`src/rtl/frog_pkg.sv`:
```
// Shared constants, tile/sink types and sink-sequencer helpers for the frog lane drawers.
// The sink helpers are only referenced when LOG_SINK_EN is defined.
package frog_pkg;

  localparam int SCREEN_W          = 640;
  localparam int TILE_SIZE_DEFAULT = 20;

  localparam logic [7:0] LOG_BODY = 8'h8C;
  localparam logic [7:0] LOG_BARK = 8'h64;

  typedef enum logic [1:0] {
    LEFT_END  = 2'd0,
    MIDDLE    = 2'd1,
    RIGHT_END = 2'd2
  } log_tile_t;

  typedef enum logic [1:0] {
    FLOAT   = 2'd0,
    SINKING = 2'd1,
    SUNK    = 2'd2,
    RISING  = 2'd3
  } sink_state_t;

  // Last frame index spent in each sink state (durations 96/16/32/16).
  function automatic logic [6:0] sink_last(input sink_state_t s);
    logic [6:0] last;
    last = 7'd95;
    case (s)
      FLOAT:   last = 7'd95;
      SINKING: last = 7'd15;
      SUNK:    last = 7'd31;
      RISING:  last = 7'd15;
    endcase
    return last;
  endfunction

  function automatic sink_state_t sink_next(input sink_state_t s);
    sink_state_t nxt;
    nxt = FLOAT;
    case (s)
      FLOAT:   nxt = SINKING;
      SINKING: nxt = SUNK;
      SUNK:    nxt = RISING;
      RISING:  nxt = FLOAT;
    endcase
    return nxt;
  endfunction

endpackage

```
`src/rtl/log_lane_draw_if.sv`:
```
// Pixel-stream and status bundle between the VGA timing/game logic and one log lane.
interface log_lane_draw_if;
  logic [10:0] oCoord_X;
  logic [10:0] oCoord_Y;
  logic        startOfFrame;
  logic        enable;
  logic [10:0] laneY;
  logic        drawing_request;
  logic [7:0]  mVGA_RGB;
  logic        lane_step;
  logic        log_solid;

  modport master (
    output oCoord_X, oCoord_Y, startOfFrame, enable, laneY,
    input  drawing_request, mVGA_RGB, lane_step, log_solid
  );

  modport slave (
    input  oCoord_X, oCoord_Y, startOfFrame, enable, laneY,
    output drawing_request, mVGA_RGB, lane_step, log_solid
  );
endinterface

```
`src/rtl/log_tile_rom.sv`:
```
// Combinational sprite lookup for one log tile: rounded-end mask and bark/body colour.
module log_tile_rom
  import frog_pkg::*;
#(
  parameter int TILE_SIZE = TILE_SIZE_DEFAULT,
  parameter int TW        = $clog2(TILE_SIZE)
) (
  input  log_tile_t       tile_kind,
  input  logic [TW-1:0]   x_t,
  input  logic [TW-1:0]   y_t,
  output logic            mask,
  output logic [7:0]      colour
);

  logic [TW-1:0] depth;
  logic [TW-1:0] cut;
  logic [TW-1:0] col;

  always_comb begin
    // depth = distance from the nearest horizontal edge, saturating at 4 (no cut)
    depth = TW'(4);
    if (y_t < TW'(4))                    depth = y_t;
    else if (y_t >= TW'(TILE_SIZE - 4))  depth = TW'(TILE_SIZE - 1) - y_t;
    cut    = TW'(4) - depth;
    col    = (tile_kind == RIGHT_END) ? TW'(TILE_SIZE - 1) - x_t : x_t;
    mask   = (tile_kind == MIDDLE) || (col >= cut);
    colour = (y_t < TW'(2) || y_t >= TW'(TILE_SIZE - 2)) ? LOG_BARK : LOG_BODY;
  end

endmodule

```
`src/rtl/log_lane_draw.sv`:
```
// One scrolling river lane of NUM_LOGS logs with a 2-stage pixel pipeline and wrap-around.
// Optional sink/rise cycle enabled by defining LOG_SINK_EN.
module log_lane_draw
  import frog_pkg::*;
#(
  parameter int NUM_LOGS      = 3,
  parameter int LOG_LEN_TILES = 3,
  parameter int TILE_SIZE     = TILE_SIZE_DEFAULT,
  parameter int LOG_SPACING   = 200,
  parameter int SPEED_DIV     = 2,
  parameter int STEP          = 1,
  parameter bit DIR_LEFT      = 1'b0
) (
  input  logic            CLK,
  input  logic            RESETn,
  log_lane_draw_if.slave  bus
);

  localparam int LOG_W = LOG_LEN_TILES * TILE_SIZE;
  localparam int TW    = $clog2(TILE_SIZE);
  localparam int FCW   = (SPEED_DIV > 1) ? $clog2(SPEED_DIV) : 1;
  localparam logic [FCW-1:0] FC_LAST = FCW'(SPEED_DIV - 1);

  logic           move;
  logic [10:0]    offset;
  logic [10:0]    offset_next;
  logic [11:0]    sum;
  logic [FCW-1:0] frame_cnt;
  logic           lane_step_q;

  assign move = bus.startOfFrame && bus.enable;

  always_comb begin
    // NOTE: every always_comb output gets a default first so no path can infer a latch.
    sum         = {1'b0, offset} + 12'(STEP);
    offset_next = offset;
    if (DIR_LEFT) begin
      if (offset >= 11'(STEP)) offset_next = offset - 11'(STEP);
      else                     offset_next = offset + 11'(SCREEN_W - STEP);
    end else if (sum >= 12'(SCREEN_W)) begin
      offset_next = 11'(sum - 12'(SCREEN_W));
    end else begin
      offset_next = sum[10:0];
    end
  end

  // NOTE: sequential state uses non-blocking assignments so all registers update together.
  always_ff @(posedge CLK or negedge RESETn) begin
    if (!RESETn) begin
      offset      <= '0;
      frame_cnt   <= '0;
      lane_step_q <= 1'b0;
    end else begin
      lane_step_q <= 1'b0;
      if (move) begin
        if (frame_cnt == FC_LAST) begin
          frame_cnt   <= '0;
          offset      <= offset_next;
          lane_step_q <= 1'b1;
        end else begin
          frame_cnt <= frame_cnt + FCW'(1);
        end
      end
    end
  end

  // Stage 1: lane-relative position, log search and tile split by constant compares.
  logic            x_on_screen;
  logic [10:0]     x_rel;
  logic [10:0]     pos;
  logic            in_log_c;
  logic            in_lane_c;
  logic [7:0]      tile_c;
  logic [TW-1:0]   x_t_c;
  logic [TW-1:0]   y_t_c;
  logic [11:0]     y_end;
  log_tile_t       kind_c;

  always_comb begin
    x_on_screen = bus.oCoord_X < 11'(SCREEN_W);
    x_rel = (bus.oCoord_X >= offset) ? bus.oCoord_X - offset
                                     : bus.oCoord_X + 11'(SCREEN_W) - offset;
    in_log_c = 1'b0;
    pos      = '0;
    for (int k = 0; k < NUM_LOGS; k++) begin
      if (x_rel >= 11'(k * LOG_SPACING) && x_rel < 11'(k * LOG_SPACING + LOG_W)) begin
        in_log_c = 1'b1;
        pos      = x_rel - 11'(k * LOG_SPACING);
      end
    end
    if (!x_on_screen) in_log_c = 1'b0;

    tile_c = '0;
    x_t_c  = TW'(pos);
    for (int t = 1; t < LOG_LEN_TILES; t++) begin
      if (pos >= 11'(t * TILE_SIZE)) begin
        tile_c = 8'(t);
        x_t_c  = TW'(pos - 11'(t * TILE_SIZE));
      end
    end
    kind_c = MIDDLE;
    if (tile_c == 8'd0)                         kind_c = LEFT_END;
    else if (tile_c == 8'(LOG_LEN_TILES - 1))   kind_c = RIGHT_END;

    y_end     = {1'b0, bus.laneY} + 12'(TILE_SIZE);
    in_lane_c = (bus.oCoord_Y >= bus.laneY) && ({1'b0, bus.oCoord_Y} < y_end);
    y_t_c     = TW'(bus.oCoord_Y - bus.laneY);
  end

  logic          s1_in_lane;
  logic          s1_in_log;
  log_tile_t     s1_kind;
  logic [TW-1:0] s1_x_t;
  logic [TW-1:0] s1_y_t;

  always_ff @(posedge CLK or negedge RESETn) begin
    if (!RESETn) begin
      s1_in_lane <= 1'b0;
      s1_in_log  <= 1'b0;
      s1_kind    <= LEFT_END;
      s1_x_t     <= '0;
      s1_y_t     <= '0;
    end else begin
      s1_in_lane <= in_lane_c;
      s1_in_log  <= in_log_c;
      s1_kind    <= kind_c;
      s1_x_t     <= x_t_c;
      s1_y_t     <= y_t_c;
    end
  end

  logic       mask;
  logic [7:0] colour;

  log_tile_rom #(
    .TILE_SIZE (TILE_SIZE),
    .TW        (TW)
  ) u_rom (
    .tile_kind (s1_kind),
    .x_t       (s1_x_t),
    .y_t       (s1_y_t),
    .mask      (mask),
    .colour    (colour)
  );

  logic solid_q;
  logic draw_en;

`ifdef LOG_SINK_EN
  sink_state_t sink_state;
  logic [6:0]  sink_cnt;
  logic [6:0]  sink_cnt_inc;
  sink_state_t sink_nxt;

  assign sink_cnt_inc = sink_cnt + 7'd1;
  assign sink_nxt     = sink_next(sink_state);

  // Blinking in SINKING/RISING keys off bit 2 of the in-state frame count.
  always_ff @(posedge CLK or negedge RESETn) begin
    if (!RESETn) begin
      sink_state <= FLOAT;
      sink_cnt   <= '0;
      solid_q    <= 1'b1;
      draw_en    <= 1'b1;
    end else if (move) begin
      if (sink_cnt == sink_last(sink_state)) begin
        sink_state <= sink_nxt;
        sink_cnt   <= '0;
        solid_q    <= (sink_nxt == FLOAT);
        draw_en    <= (sink_nxt != SUNK);
      end else begin
        sink_cnt <= sink_cnt_inc;
        draw_en  <= (sink_state == FLOAT) ||
                    ((sink_state != SUNK) && !sink_cnt_inc[2]);
      end
    end
  end
`else
  assign solid_q = 1'b1;
  assign draw_en = 1'b1;
`endif

  logic       draw_q;
  logic [7:0] rgb_q;

  always_ff @(posedge CLK or negedge RESETn) begin
    if (!RESETn) begin
      draw_q <= 1'b0;
      rgb_q  <= '0;
    end else begin
      draw_q <= s1_in_lane && s1_in_log && mask && draw_en;
      rgb_q  <= (s1_in_lane && s1_in_log) ? colour : 8'h00;
    end
  end

  assign bus.drawing_request = draw_q;
  assign bus.mVGA_RGB        = rgb_q;
  assign bus.lane_step       = lane_step_q;
  assign bus.log_solid       = solid_q;

endmodule

```
`src/flat_wrapper.sv`:
```
// flat-port wrapper written by rule: the top's interface ports become plain ports
module log_lane_draw_flat import frog_pkg::*;
#(
  parameter int NUM_LOGS      = 3,
  parameter int LOG_LEN_TILES = 3,
  parameter int TILE_SIZE     = TILE_SIZE_DEFAULT,
  parameter int LOG_SPACING   = 200,
  parameter int SPEED_DIV     = 2,
  parameter int STEP          = 1,
  parameter bit DIR_LEFT      = 1'b0
)
  (CLK, RESETn, bus_oCoord_X, bus_oCoord_Y, bus_startOfFrame, bus_enable, bus_laneY, bus_drawing_request, bus_mVGA_RGB, bus_lane_step, bus_log_solid);
  log_lane_draw_if bus_i ();
  input  logic CLK;
  input  logic RESETn;
  input wire logic [$bits(bus_i.oCoord_X)-1:0] bus_oCoord_X;
  input wire logic [$bits(bus_i.oCoord_Y)-1:0] bus_oCoord_Y;
  input wire logic [$bits(bus_i.startOfFrame)-1:0] bus_startOfFrame;
  input wire logic [$bits(bus_i.enable)-1:0] bus_enable;
  input wire logic [$bits(bus_i.laneY)-1:0] bus_laneY;
  output wire logic [$bits(bus_i.drawing_request)-1:0] bus_drawing_request;
  output wire logic [$bits(bus_i.mVGA_RGB)-1:0] bus_mVGA_RGB;
  output wire logic [$bits(bus_i.lane_step)-1:0] bus_lane_step;
  output wire logic [$bits(bus_i.log_solid)-1:0] bus_log_solid;
  assign bus_i.oCoord_X = bus_oCoord_X;
  assign bus_i.oCoord_Y = bus_oCoord_Y;
  assign bus_i.startOfFrame = bus_startOfFrame;
  assign bus_i.enable = bus_enable;
  assign bus_i.laneY = bus_laneY;
  assign bus_drawing_request = bus_i.drawing_request;
  assign bus_mVGA_RGB = bus_i.mVGA_RGB;
  assign bus_lane_step = bus_i.lane_step;
  assign bus_log_solid = bus_i.log_solid;
  log_lane_draw #(.NUM_LOGS(NUM_LOGS), .LOG_LEN_TILES(LOG_LEN_TILES), .TILE_SIZE(TILE_SIZE), .LOG_SPACING(LOG_SPACING), .SPEED_DIV(SPEED_DIV), .STEP(STEP), .DIR_LEFT(DIR_LEFT)) u_core (.CLK(CLK), .RESETn(RESETn), .bus(bus_i));
endmodule
```
`config.mk`:
```
export PLATFORM = sky130hd
export DESIGN_NAME = log_lane_draw_flat
export DESIGN_NICKNAME = d
export VERILOG_FILES = /design/src/rtl/frog_pkg.sv /design/src/rtl/log_lane_draw_if.sv /design/src/rtl/log_tile_rom.sv /design/src/rtl/log_lane_draw.sv /design/src/flat_wrapper.sv
export SDC_FILE = /design/constraint.sdc
export NUM_CORES = 1
export LEC_CHECK = 0
export CAP_MARGIN = 30
export CORE_UTILIZATION = 53
export DETAILED_ROUTE_END_ITERATION = 8
export HOLD_SLACK_MARGIN = 0.12
export PLACE_DENSITY = 0.79
export SYNTH_ARGS = -nofsm -noshare
export SYNTH_HDL_FRONTEND = slang
export SYNTH_SLANG_ARGS = --single-unit
```
`constraint.sdc`:
```
create_clock -name CLK -period 4.8 [get_ports CLK]
set_input_delay 0.96 -clock CLK [delete_from_list [all_inputs] [get_ports CLK]]
set_output_delay 0.96 -clock CLK [all_outputs]
set_load 0.05 [all_outputs]
```
==> summary.md, run 1 <==
| Metric | Value |
|---|---|
| Slew HR | `63.2%` |
| Worst r2r src | `u_core.offset[2]` |
| Netlist Area Pre-Place | `0.00427 mm2` |
| Wirelength, routed | `approximately 16000 um` |
| Worst-case clock buffer depth | `2` |
| Yosys warnings | `0` |
| Synthesis-to-layout area growth | `46.9%` |
| CP top delay family | `compound AO/OA/AOI/OAI gates` |
| Fin area | `around 0.0063 mm2` |
| Worst-path cell chain | `buf_6 -> ha_4 -> fa_1 -> and3_1 -> a311o_2 -> xnor2_2 -> nand2_1 -> o21ai_4 -> inv_2 -> ha_4 -> a2111oi_4 -> buf_4 -> o21a_1 -> a2111oi_4 -> buf_6 -> ha_4 -> a21o_1 -> nor4_4 -> and2b_2 -> xnor2_1` |
| Seq/Total Area, Yosys | `between 15 and 20%` |
| CTS sink cnt | `31` |
| Starting Density | `55.0%` |
| Clk_lat worst skew | `300 ps` |
| DRC | `0` |
| Final GP Congestion | `0.925` |
| Dominant cell type by area after synthesis | `ha_1` |
| First-pass DRT Iterations | `6` |
| Period utilization | `108%` |
| Via Count | `4925` |
| Crit path top cell by count | `ha_4` |
| Most crowded layer after global routing | `met2` |
| CP Data Required Time | `4990 ps` |
| GRT Residual Overflow | `0` |
| Violated checks | `setup timing` |
| Endpoints failing setup | `5` |
| WHS | `490 ps` |
| Setup CP Type | `in -> reg` |
| CP max stage delay | `530 ps` |
| Final worst setup slack | `-362 ps` |
| Initial antenna violation count | `0` |
| EDFF count, synth | `0` |
| Critical path's slowest cell | `a2111oi_4` |
| First-pass GRT wire length | `~20000 um` |
| Synth top area cells | `ha_1, dfrtp_1, xnor2_1` |
| H-tree depth | `2` |
| DP Area | `~0.0056 mm2` |
| Vias in the first global route | `4410` |
| Minimum clock period | `5160 ps` |
| Number of routed nets with antenna violations | `0` |
| CTS tree | `yes` |
| Clock transition at path regs | `80 ps` |
| Unrepaired setup endpoints after global routing | `yes` |
| Mean Syn Cell Area | `between 8 and 9 um2` |
| Grt met3 use | `between 4 and 5%` |
| Fin. Hold Viols | `0` |
| Nets@finish | `771` |
| DIE AREA | `0.00842 mm2` |
| Number of buffers created by CTS | `5` |
| Max Clk Rate | `0.194 GHz` |
| Status | `finished, violations left` |
| Layout cells sized above 1 | `33.1%` |
| Skew final | `around 9 ps` |
| #FFs+latches synth | `31` |
| Reg2reg setup slack | `-110 ps` |
| Met2 usage | `54.5%` |
| Port buffer count | `43` |
| Power Density | `686 mW/mm2` |
| Ys async rst share | `100%` |
| Root buf cell | `clkbuf_8` |
| R2R depth | `20` |
| 1st-iter DRT viols | `412` |
| Antenna cells | `0` |
| CP Max Fanout | `5` |
| Measured slew at the worst slew-check pin | `552 ps` |
| Via density | `6.45` |
| Met1 global-route usage | `34.7%` |
| Post-detail-place hpwl | `9240 um` |
| Pins Over Slew Limit | `0` |
| Cell count after synthesis | `499` |
| GRT Overall Usage | `29.6%` |
| Wire per inst | `21.2 um` |
| Data arrival, critical path | `between 5000 and 6000 ps` |
| Setup TNS | `-1360 ps` |
| Ys flop type | `dfrtp_1` |
| Worst Hold Class | `reg -> reg` |
| Die width | `approximately 90 um` |
| LEAKAGE | `2.97 nW` |
| Synth cell types | `73` |
| Hold Path Depth | `1` |
| Worst setup EP type | `register` |
| CP bufs+invs | `4` |
| Hold endpoint | `u_core.frame_cnt` |
| Largest net degree at the start of global routing | `32` |
| Post-synth top area share | `19.0%` |
| Num rows | `32` |
| Worst setup SP type | `primary input` |
| Hold wc startpoint | `u_core.frame_cnt` |
| Max IR drop VDD | `0.374 mV` |
| Fin util | `80.8%` |
| Core region area | `around 0.008 mm2` |
| Reg2reg end | `u_core.s1_x_t[2]` |
| I/O Pins | `between 40 and 50` |
| Die Ht | `91.8 um` |
| Count of max-cap constraint violations | `0` |
## cells in the mapped netlist, drive strengths merged (2+ instances only)
| library cell | count |
|---|---|
| a2111oi | 2 |
| a211o | 4 |
| a211oi | 5 |
| a21o | 18 |
| a21oi | 27 |
| a221oi | 2 |
| a22oi | 5 |
| a31o | 3 |
| a31oi | 8 |
| a32oi | 2 |
| and2 | 4 |
| and3 | 9 |
| and3b | 2 |
| and4 | 2 |
| buf | 10 |
| clkbuf | 4 |
| conb | 2 |
| dfrtp | 31 |
| fa | 8 |
| ha | 65 |
| inv | 62 |
| mux2i | 9 |
| nand2 | 24 |
| nand2b | 10 |
| nand3 | 7 |
| nand3b | 2 |
| nand4 | 8 |
| nor2 | 22 |
| nor2b | 8 |
| nor3 | 15 |
| nor3b | 2 |
| nor4 | 3 |
| o21ai | 28 |
| o21bai | 3 |
| o31ai | 5 |
| o32a | 3 |
| or2 | 4 |
| or3 | 4 |
| or4 | 2 |
| xnor2 | 38 |
| xor2 | 9 |
## report_power, final
group          total (W)  internal, W  leakage [nW]  switching [W]
logic            0.00360      0.00171          2.51        0.00189
registers       0.000431     0.000336         0.399      0.0000946
clock network   0.000278     0.000168        0.0612       0.000110
## logic make-up after synthesis
logic type,synth area share [%]
xor gates and xnor gates,10.2
other,0.176
buffers and inverters,7.56
and+or+nand+nor,16.5
DFF,18.2
AOI/OAI and AO/OA,22.0
muxes,2.37
adders and majority gates,23.0
## per-layer routing
layer | vias up | part of all wire, %
li1 | 2086 | -
met3 | 123 | 8.3
met4 | 0 | 6.3
met2 | 370 | 49
met5 | - | 0
met1 | 2346 | 36
## area by class of cell
type / instances / area [um2]
Fill cell: 437 / 1490
Clock inverter: 2 / 35.0
Multi-Input combinational cell: 393 / 3620
Inverter: 63 / 241
Sequential cell: 31 / 776
Clock buffer: 6 / 82.6
Tap cell: 102 / 128
Timing Repair Buffer: 167 / 1400
## through the flow
step,std cells,total power [W],setup WS (ps)
floorplan,501,0.00207,-108
global placement,731,0.00300,-544
detailed placement,731,0.00310,-662
CTS,750,0.00354,-94.4
global route,764,0.00449,-445
finish,764,0.00431,-362
## sequential cells by signal, summed over array words and instances, names as in the netlist
name,count
u_core.offset,11
u_core.s1_x_t,5
u_core.s1_y_t,5
u_core.bus.mVGA_RGB,3
u_core.s1_kind,2
u_core.bus.drawing_request,1
u_core.bus.lane_step,1
u_core.frame_cnt,1
u_core.s1_in_lane,1
u_core.s1_in_log,1
## worst max-delay path by stage
| stage | from | to | slack [ps] | depth (start not counted) |
|---|---|---|---|---|
| after CTS | bus_oCoord_X[7] | u_core.s1_x_t[2] | -90 | 17 |
| final | bus_oCoord_X[2] | u_core.s1_x_t[2] | -360 | 20 |
| after detailed placement | bus_oCoord_X[3] | u_core.s1_x_t[2] | -660 | 20 |
| after global routing | bus_oCoord_X[2] | u_core.s1_x_t[2] | -440 | 20 |
| after floorplan | bus_oCoord_X[2] | u_core.s1_x_t[2] | -110 | 20 |
| after global placement | bus_oCoord_X[2] | u_core.s1_x_t[4] | -540 | 20 |
## timing repair
action | 4_1_cts | 5_1_grt
resized for setup | 40 | 59
buffers inserted | 11 | 14
pin swaps | 30 | 36
hold buffers | 0 | 0
endpoints found under the hold margin | 0 | 0
gates cloned | 0 | 0
setup endpoints to repair | 5 | 5
## cell usage in the layout, fill, tap and decap left out, types with 8 or more instances in the layout
cell,synthesis,layout
a21o_1,18,18
a21oi_1,23,23
and3_1,9,9
buf_4,6,116
buf_6,1,8
clkdlybuf4s50_1,0,32
dfrtp_1,31,31
ha_1,65,45
ha_2,0,8
ha_4,0,12
inv_1,61,55
mux2i_1,9,9
nand2_1,23,23
nand2b_1,10,9
nand4_1,8,8
nor2_1,22,19
nor3_1,14,12
o21ai_0,25,22
xnor2_1,36,32
xor2_1,8,8
Power figures use the tool's default switching activity.
==> inputs of run 2 (changes only) <==
==> constraint.sdc (replaced) <==
create_clock -name CLK -period 4.8 [get_ports CLK]
set_input_delay 0.72 -clock CLK [delete_from_list [all_inputs] [get_ports CLK]]
set_output_delay 0.72 -clock CLK [all_outputs]
set_load 0.05 [all_outputs]
==> summary.md, run 2 (synthesized netlist as in run 1, its figures left out) <==
| Metric | Value |
|---|---|
| Status | `completed` |
| Root buf cell | `clkbuf_8` |
| Die Ht | `91.8 um (unchanged)` |
| Measured slew at the worst slew-check pin | `581 ps (+29.7 ps)` |
| First-pass DRT Iterations | `5 (-1)` |
| Setup CP Type | `in -> reg` |
| Starting Density | `55.0% (unchanged)` |
| Via density | `5.80 (-10%)` |
| Count of max-cap constraint violations | `0 (unchanged)` |
| Worst-path cell chain | `dlygate4sd2_1 -> ha_2 -> fa_1 -> and3_1 -> a311o_2 -> buf_12 -> a21oi_4 -> xnor2_2 -> buf_4 -> a32oi_1 -> and3b_1 -> o21a_1 -> a2111oi_4 -> inv_2 -> ha_4 -> o31ai_2 -> a21oi_2 -> and2b_1 -> xnor2_1` |
| Period utilization | `98.6% (-8.9 points)` |
| Fin. Hold Viols | `0 (unchanged)` |
| Most common cell after layout, fill and taps aside | `buf_4` |
| Initial antenna violation count | `0 (unchanged)` |
| Num rows | `32 (unchanged)` |
| I/O Pins | `48 (unchanged)` |
| Via Count | `4341 (-12%)` |
| Fin util | `77.2% (-3.6 points)` |
| CP top delay family | `compound AO/OA/AOI/OAI gates` |
| Minimum clock period | `4730 ps (-429 ps)` |
| Port buffer count | `43 (unchanged)` |
| H-tree depth | `2 (unchanged)` |
| Sequential power share | `10.9% (+0.9 points)` |
| Slew HR | `60.7% (-2.5 points)` |
| Worst setup EP type | `register` |
| LEAKAGE | `2.89 nW (-2.8%)` |
| Synthesis-to-layout area growth | `40.5%` |
| Layout cells sized above 1 | `28.9% (-4.1 points)` |
| Worst setup SP type | `primary input` |
| Wire per inst | `16.6 um (-22%)` |
| Vias in the first global route | `4177 (-5.3%)` |
| CP max stage delay | `500 ps (-30 ps)` |
| Met1 global-route usage | `33.2% (-1.5 points)` |
| CP bufs+invs | `4 (unchanged)` |
| Skew final | `8.54 ps (-0.219 ps)` |
| GRT Overall Usage | `27.7% (-1.9 points)` |
| Comb pwr share | `81.9% (-1.6 points)` |
| Clk_lat worst skew | `290 ps (about the same)` |
| Number of buffers created by CTS | `5 (unchanged)` |
| CP Data Required Time | `4990 ps (about the same)` |
| Largest net degree at the start of global routing | `32 (unchanged)` |
| Critical path's slowest cell | `fa_1` |
| Core region area | `0.00777 mm2 (unchanged)` |
| Met2 usage | `50.4% (-4.1 points)` |
| Data arrival, critical path | `4920 ps (-430 ps)` |
| Commonest non-fill, non-tap cells in the layout | `buf_4, inv_1, ha_1` |
| Die width | `91.8 um (unchanged)` |
| Worst Hold Class | `reg -> reg` |
| GRT Residual Overflow | `0 (unchanged)` |
| DRC | `0 (unchanged)` |
| CTS sink cnt | `31 (unchanged)` |
| 1st-iter DRT viols | `297 (-28%)` |
| Max IR drop VDD | `0.389 mV (+3.9%)` |
| Number of routed nets with antenna violations | `0 (unchanged)` |
| Antenna cells | `0 (unchanged)` |
| Grt met3 use | `3.40% (-0.83 points)` |
| Endpoints failing setup | `0 (-5)` |
| DIE AREA | `0.00842 mm2 (unchanged)` |
| First-pass GRT wire length | `18800 um (-6.6%)` |
| Largest Register | `u_core.offset` |
| Pint | `0.00205 W (-7.2%)` |
| Setup TNS | `0 ps (+1360 ps)` |
| Worst-case clock buffer depth | `2 (unchanged)` |
| Max Clk Rate | `0.211 GHz (+9.1%)` |
| Sw Share | `46.3% (-2.3 points)` |
| Clock transition at path regs | `70 ps (about the same)` |
| CP Max Fanout | `5 (unchanged)` |
| Wirelength, routed | `12400 um (-23%)` |
| Pins Over Slew Limit | `0 (unchanged)` |
| Net Switching | `0.00177 W (-16%)` |
| Top Registers | `u_core.offset (11), u_core.s1_x_t (5), u_core.s1_y_t (5)` |
| CTS tree | `yes` |
| Post-detail-place hpwl | `9190 um (-0.50%)` |
| Final GP Congestion | `0.962 (+4.0%)` |
| Largest register FFs | `11 (unchanged)` |
| Nets@finish | `755 (-2.1%)` |
| Most crowded layer after global routing | `met2` |
| Clk pwr share | `7.1% (+0.7 points)` |
| Power Density | `637 mW/mm2 (-7.2%)` |
[run 2: changes by cell type in the layout (fill, tap and decap cells not counted), sizes merged]
cell           previous run  this run
clkdlybuf4s15             1         0
buf                     125       108
clkbuf                    8         6
clkdlybuf4s50            32        35
dlymetal6s2s              4         6
dlygate4sd2               3         2
[run 2: worst register-to-register path: stages (launching register included)]
cell	delay, ps
dfrtp_1	410
inv_1	140
ha_2	220
fa_1	580
and3b_2	250
or4_1	490
o211a_1	240
mux2i_1	140
buf_4	150
a2111oi_4	50
buf_4	170
buf_4	150
o21a_1	210
a2111oi_4	500
inv_2	130
ha_4	190
o31ai_2	70
a21oi_2	140
and2b_1	200
xnor2_1	120
[run 2: worst paths after layout]
path                                  startpoint           endpoint  slack [ps]  cells past startpoint
worst max-delay path             bus_oCoord_X[2]   u_core.s1_x_t[2]          70                     19
worst min-delay path            u_core.frame_cnt   u_core.frame_cnt         480                      1
worst max register to register  u_core.offset[6]   u_core.s1_x_t[2]         170                     19
worst min register to register  u_core.frame_cnt   u_core.frame_cnt         480                      1
max in group asynchronous                 RESETn   u_core.offset[7]        3680                      2
min in group asynchronous                 RESETn  u_core.offset[10]         820                      2
[run 2: what timing repair did]
item                                    4_1_cts  5_1_grt
hold buffers                                  0        0
endpoints found under the hold margin         0        0
endpoints found under the setup margin        5        5
resized for setup                            20       48
pin swaps                                    17       35
setup buffers                                 5       11
[run 2: through the flow]
| stage | std cells | power [W] | hold WS (ps) | worst slack [ps] | instance area [um2] |
|---|---|---|---|---|---|
| 2_1_floorplan | 501 | 0.00203 | 424 | 7.49 | 4310 |
| 3_3_place_gp | 725 | 0.00295 | 459 | -284 | 5490 |
| 3_5_place_dp | 725 | 0.00306 | 471 | -457 | 5490 |
| 4_1_cts | 738 | 0.00344 | 481 | 2.02 | 5710 |
| 5_1_grt | 748 | 0.00406 | 529 | -57.2 | 6000 |
| 6_report | 748 | 0.00382 | 478 | 67.9 | 6000 |
[run 2: layer usage]
layer  vias up  wire, um
met1      2071      4980
met3        57       626
met5         -         0
met2       165      6240
met4         0       569
li1       2048         -
[run 2: power groups by stage]
| stage | clock network [W] | registers [W] | logic (W) |
|---|---|---|---|
| after floorplan | 0 | 0.000395 | 0.00163 |
| after global placement | 0 | 0.000413 | 0.00254 |
| after detailed placement | 0 | 0.000417 | 0.00265 |
| after CTS | 0.000275 | 0.000412 | 0.00275 |
| after global routing | 0.000289 | 0.000431 | 0.00334 |
| final | 0.000272 | 0.000418 | 0.00313 |
[run 2: final cells by class]
cell class | count | area (um2)
multi-input cells | 393 | 3460
fillers | 482 | 1770
repair buffers | 151 | 1280
flip-flops and latches | 31 | 777
inverters | 63 | 236
well taps | 102 | 128
clock buffers | 6 | 82.6
clock inverters | 2 | 35.0
==> inputs of run 3 (changes only) <==
--- a/config.mk
+++ b/config.mk
@@ -8,7 +8,9 @@
 export CAP_MARGIN = 30
 export CORE_UTILIZATION = 53
 export DETAILED_ROUTE_END_ITERATION = 8
+export GPL_ROUTABILITY_DRIVEN = 0
 export HOLD_SLACK_MARGIN = 0.12
+export MAX_ROUTING_LAYER = met4
 export PLACE_DENSITY = 0.79
 export SYNTH_ARGS = -nofsm -noshare
 export SYNTH_HDL_FRONTEND = slang
==> summary.md, run 3 (synthesized netlist as in run 1, its figures left out) <==
| Metric | Value |
|---|---|
| Status | `finished, violations left` |
| Violated checks | `setup timing` |
| Worst-case clock buffer depth | `2 (unchanged)` |
| 1st-iter DRT viols | `206 (-31%)` |
| GRT Residual Overflow | `0 (unchanged)` |
| DRT met1 WL | `5310 um (+6.7%)` |
| Crit path top cell by count | `buf_4` |
| Starting Density | `55.0% (unchanged)` |
| Wire per inst | `16.8 um (+1.4%)` |
| Uppermost layer routed | `met4` |
| Worst setup SP type | `primary input` |
| CP Data Required Time | `5010 ps (+20 ps)` |
| Post-detail-place hpwl | `9020 um (-1.8%)` |
| Number of buffers created by CTS | `5 (unchanged)` |
| Routed wl met3 | `401 um (-36%)` |
| Layout cells sized above 1 | `29.8% (+0.84 points)` |
| R2R depth | `24 (+5)` |
| Hold Buf Count CTS | `0 (unchanged)` |
| Synthesis-to-layout area growth | `41.1%` |
| CP bufs+invs | `8 (+4)` |
| Via density | `5.73 (-1.3%)` |
| Commonest non-fill, non-tap cells in the layout | `buf_4, inv_1, ha_1` |
| Fillers | `491 (+1.9%)` |
| CTS tree | `yes` |
| DIE AREA | `0.00842 mm2 (unchanged)` |
| Area occupied by registers | `777 um2 (unchanged)` |
| Clk_lat worst skew | `290 ps (about the same)` |
| Clock transition at path regs | `70 ps (about the same)` |
| Period utilization | `102% (+3.7 points)` |
| Largest register FFs | `11 (unchanged)` |
| CTS sink cnt | `31 (unchanged)` |
| Largest Register | `u_core.offset` |
| LEAKAGE | `2.92 nW (+1.0%)` |
| Hold Path Depth | `1 (unchanged)` |
| Via Count | `4297 (-1.0%)` |
| Count of max-cap constraint violations | `0 (unchanged)` |
| Critical path's slowest cell | `fa_1` |
| Antenna cells | `0 (unchanged)` |
| H-tree depth | `2 (unchanged)` |
| GRT Overall Usage | `28.3% (+0.54 points)` |
| Vias in the first global route | `4202 (+0.60%)` |
| Total stage count of the critical path | `24 (+5)` |
| I/O Pins | `48 (unchanged)` |
| Slew HR | `63.5% (+2.7 points)` |
| Endpoints failing setup | `3 (+3)` |
| Metal2 WL | `6470 um (+3.7%)` |
| Initial antenna violation count | `0 (unchanged)` |
| Core region area | `0.00777 mm2 (unchanged)` |
| Pins Over Slew Limit | `0 (unchanged)` |
| CP Max Fanout | `3 (-2)` |
| Number of routed nets with antenna violations | `0 (unchanged)` |
| Die Ht | `91.8 um (unchanged)` |
| Minimum clock period | `4910 ps (+175 ps)` |
| Power Density | `650 mW/mm2 (+2.0%)` |
| First-pass DRT Iterations | `5 (unchanged)` |
| DP Area | `0.00546 mm2 (-0.50%)` |
| Setup TNS | `-253 ps (-253 ps)` |
| Wirelength, routed | `12600 um (+1.7%)` |
| CP max stage delay | `520 ps (+20 ps)` |
| Setup CP Type | `in -> reg` |
| Num rows | `32 (unchanged)` |
| DRC | `0 (unchanged)` |
| Worst setup EP type | `register` |
| Worst-path cell chain | `buf_4 -> ha_4 -> fa_1 -> and3_1 -> a311o_2 -> buf_4 -> xnor2_2 -> nand2_1 -> o21ai_4 -> inv_2 -> ha_4 -> a2111oi_4 -> buf_4 -> buf_6 -> nor4_4 -> a2111oi_4 -> buf_4 -> inv_2 -> ha_2 -> o31ai_2 -> a21oi_2 -> buf_4 -> and2b_1 -> xnor2_1` |
| Root buf cell | `clkbuf_8` |
| Top Registers | `u_core.offset (11), u_core.s1_x_t (5), u_core.s1_y_t (5)` |
| Reg2reg setup slack | `-40 ps (-210 ps)` |
| Footprint of the multi-input gates | `0.00347 mm2 (+0.33%)` |
| Final worst setup slack | `-107 ps (-175 ps)` |
| Nets@finish | `757 (+0.26%)` |
| Measured slew at the worst slew-check pin | `541 ps (-40.2 ps)` |
| Skew final | `2.52 ps (-6.02 ps)` |
| Max IR drop VDD | `0.345 mV (-11%)` |
| Fin area | `0.00603 mm2 (+0.46%)` |
| Most common cell after layout, fill and taps aside | `buf_4` |
| Port buffer count | `43 (unchanged)` |
| Worst Hold Class | `reg -> reg` |
| CP top delay family | `compound AO/OA/AOI/OAI gates` |
| First-pass GRT wire length | `18700 um (-0.22%)` |
| Max Clk Rate | `0.204 GHz (-3.6%)` |
| Die width | `91.8 um (unchanged)` |
| Largest net degree at the start of global routing | `32 (unchanged)` |
| Data arrival, critical path | `5110 ps (+190 ps)` |
| Fin. Hold Viols | `0 (unchanged)` |
[run 3: changes by cell type in the layout (fill, tap and decap cells not counted), sizes merged]
cell and change:
buf +3, clkdlybuf4s50 -2, dlygate4sd2 -2, dlymetal6s2s +2, clkbuf +1
[run 3: final cells by class]
cell class | count | share of cell area [%]
multi-input cells | 393 | 57.6
inverters | 63 | 3.97
flip-flops and latches | 31 | 12.9
clock inverters | 2 | 0.581
well taps | 102 | 2.12
clock buffers | 6 | 1.37
repair buffers | 153 | 21.4
[run 3: final timing paths]
kind	startpoint	endpoint
hold reg to reg	u_core.frame_cnt	u_core.frame_cnt
hold / removal	u_core.frame_cnt	u_core.frame_cnt
min in group asynchronous	RESETn	u_core.offset[9]
setup reg to reg	u_core.offset[2]	u_core.s1_x_t[2]
setup / recovery	bus_oCoord_X[2]	u_core.s1_x_t[2]
max in group asynchronous	RESETn	u_core.offset[7]
[run 3: repair_timing]
| item | 4_1_cts | 5_1_grt |
|---|---|---|
| gates resized for setup | 12 | 69 |
| setup buffers | 6 | 14 |
| pin swaps | 16 | 33 |
| setup endpoints to repair | 4 | 5 |
[run 3: metal layers]
layer  vias up  track usage, %
met5         -               -
met4         0            12.4
met3        40            3.23
met2       149            49.0
met1      2051            33.1
li1       2057               -
[run 3: worst register-to-register path: cells and delay by family (launching register included)]
kind,cells,cell delay [ps]
AOI/OAI and AO/OA,6,1390
and+or+nand+nor,4,550
adders and majority gates,4,1050
DFF,1,390
buffers and inverters,8,1030
xor gates and xnor gates,2,360
[run 3: power breakdown]
| part | switching (W) | leakage, nW | internal (W) |
|---|---|---|---|
| clock network | 0.000106 | 0.0612 | 0.000168 |
| registers | 0.0000821 | 0.398 | 0.000338 |
| logic | 0.00161 | 2.46 | 0.00161 |
| total | 0.00180 | 2.92 | 0.00212 |
[run 3: per-stage QoR]
| stage | hold slack [ps] | utilization, % | std cells | setup slack [ps] | power (W) |
|---|---|---|---|---|---|
| finish | 486 | 77.6 | 750 | -107 | 0.00392 |
| global route | 534 | 77.6 | 750 | -206 | 0.00417 |
| CTS | 486 | 72.6 | 737 | 14.7 | 0.00338 |
| detailed placement | 474 | 70.3 | 723 | -426 | 0.00302 |
| global placement | 460 | 70.3 | 723 | -304 | 0.00291 |
| floorplan | 424 | - | 501 | 7.49 | 0.00203 |
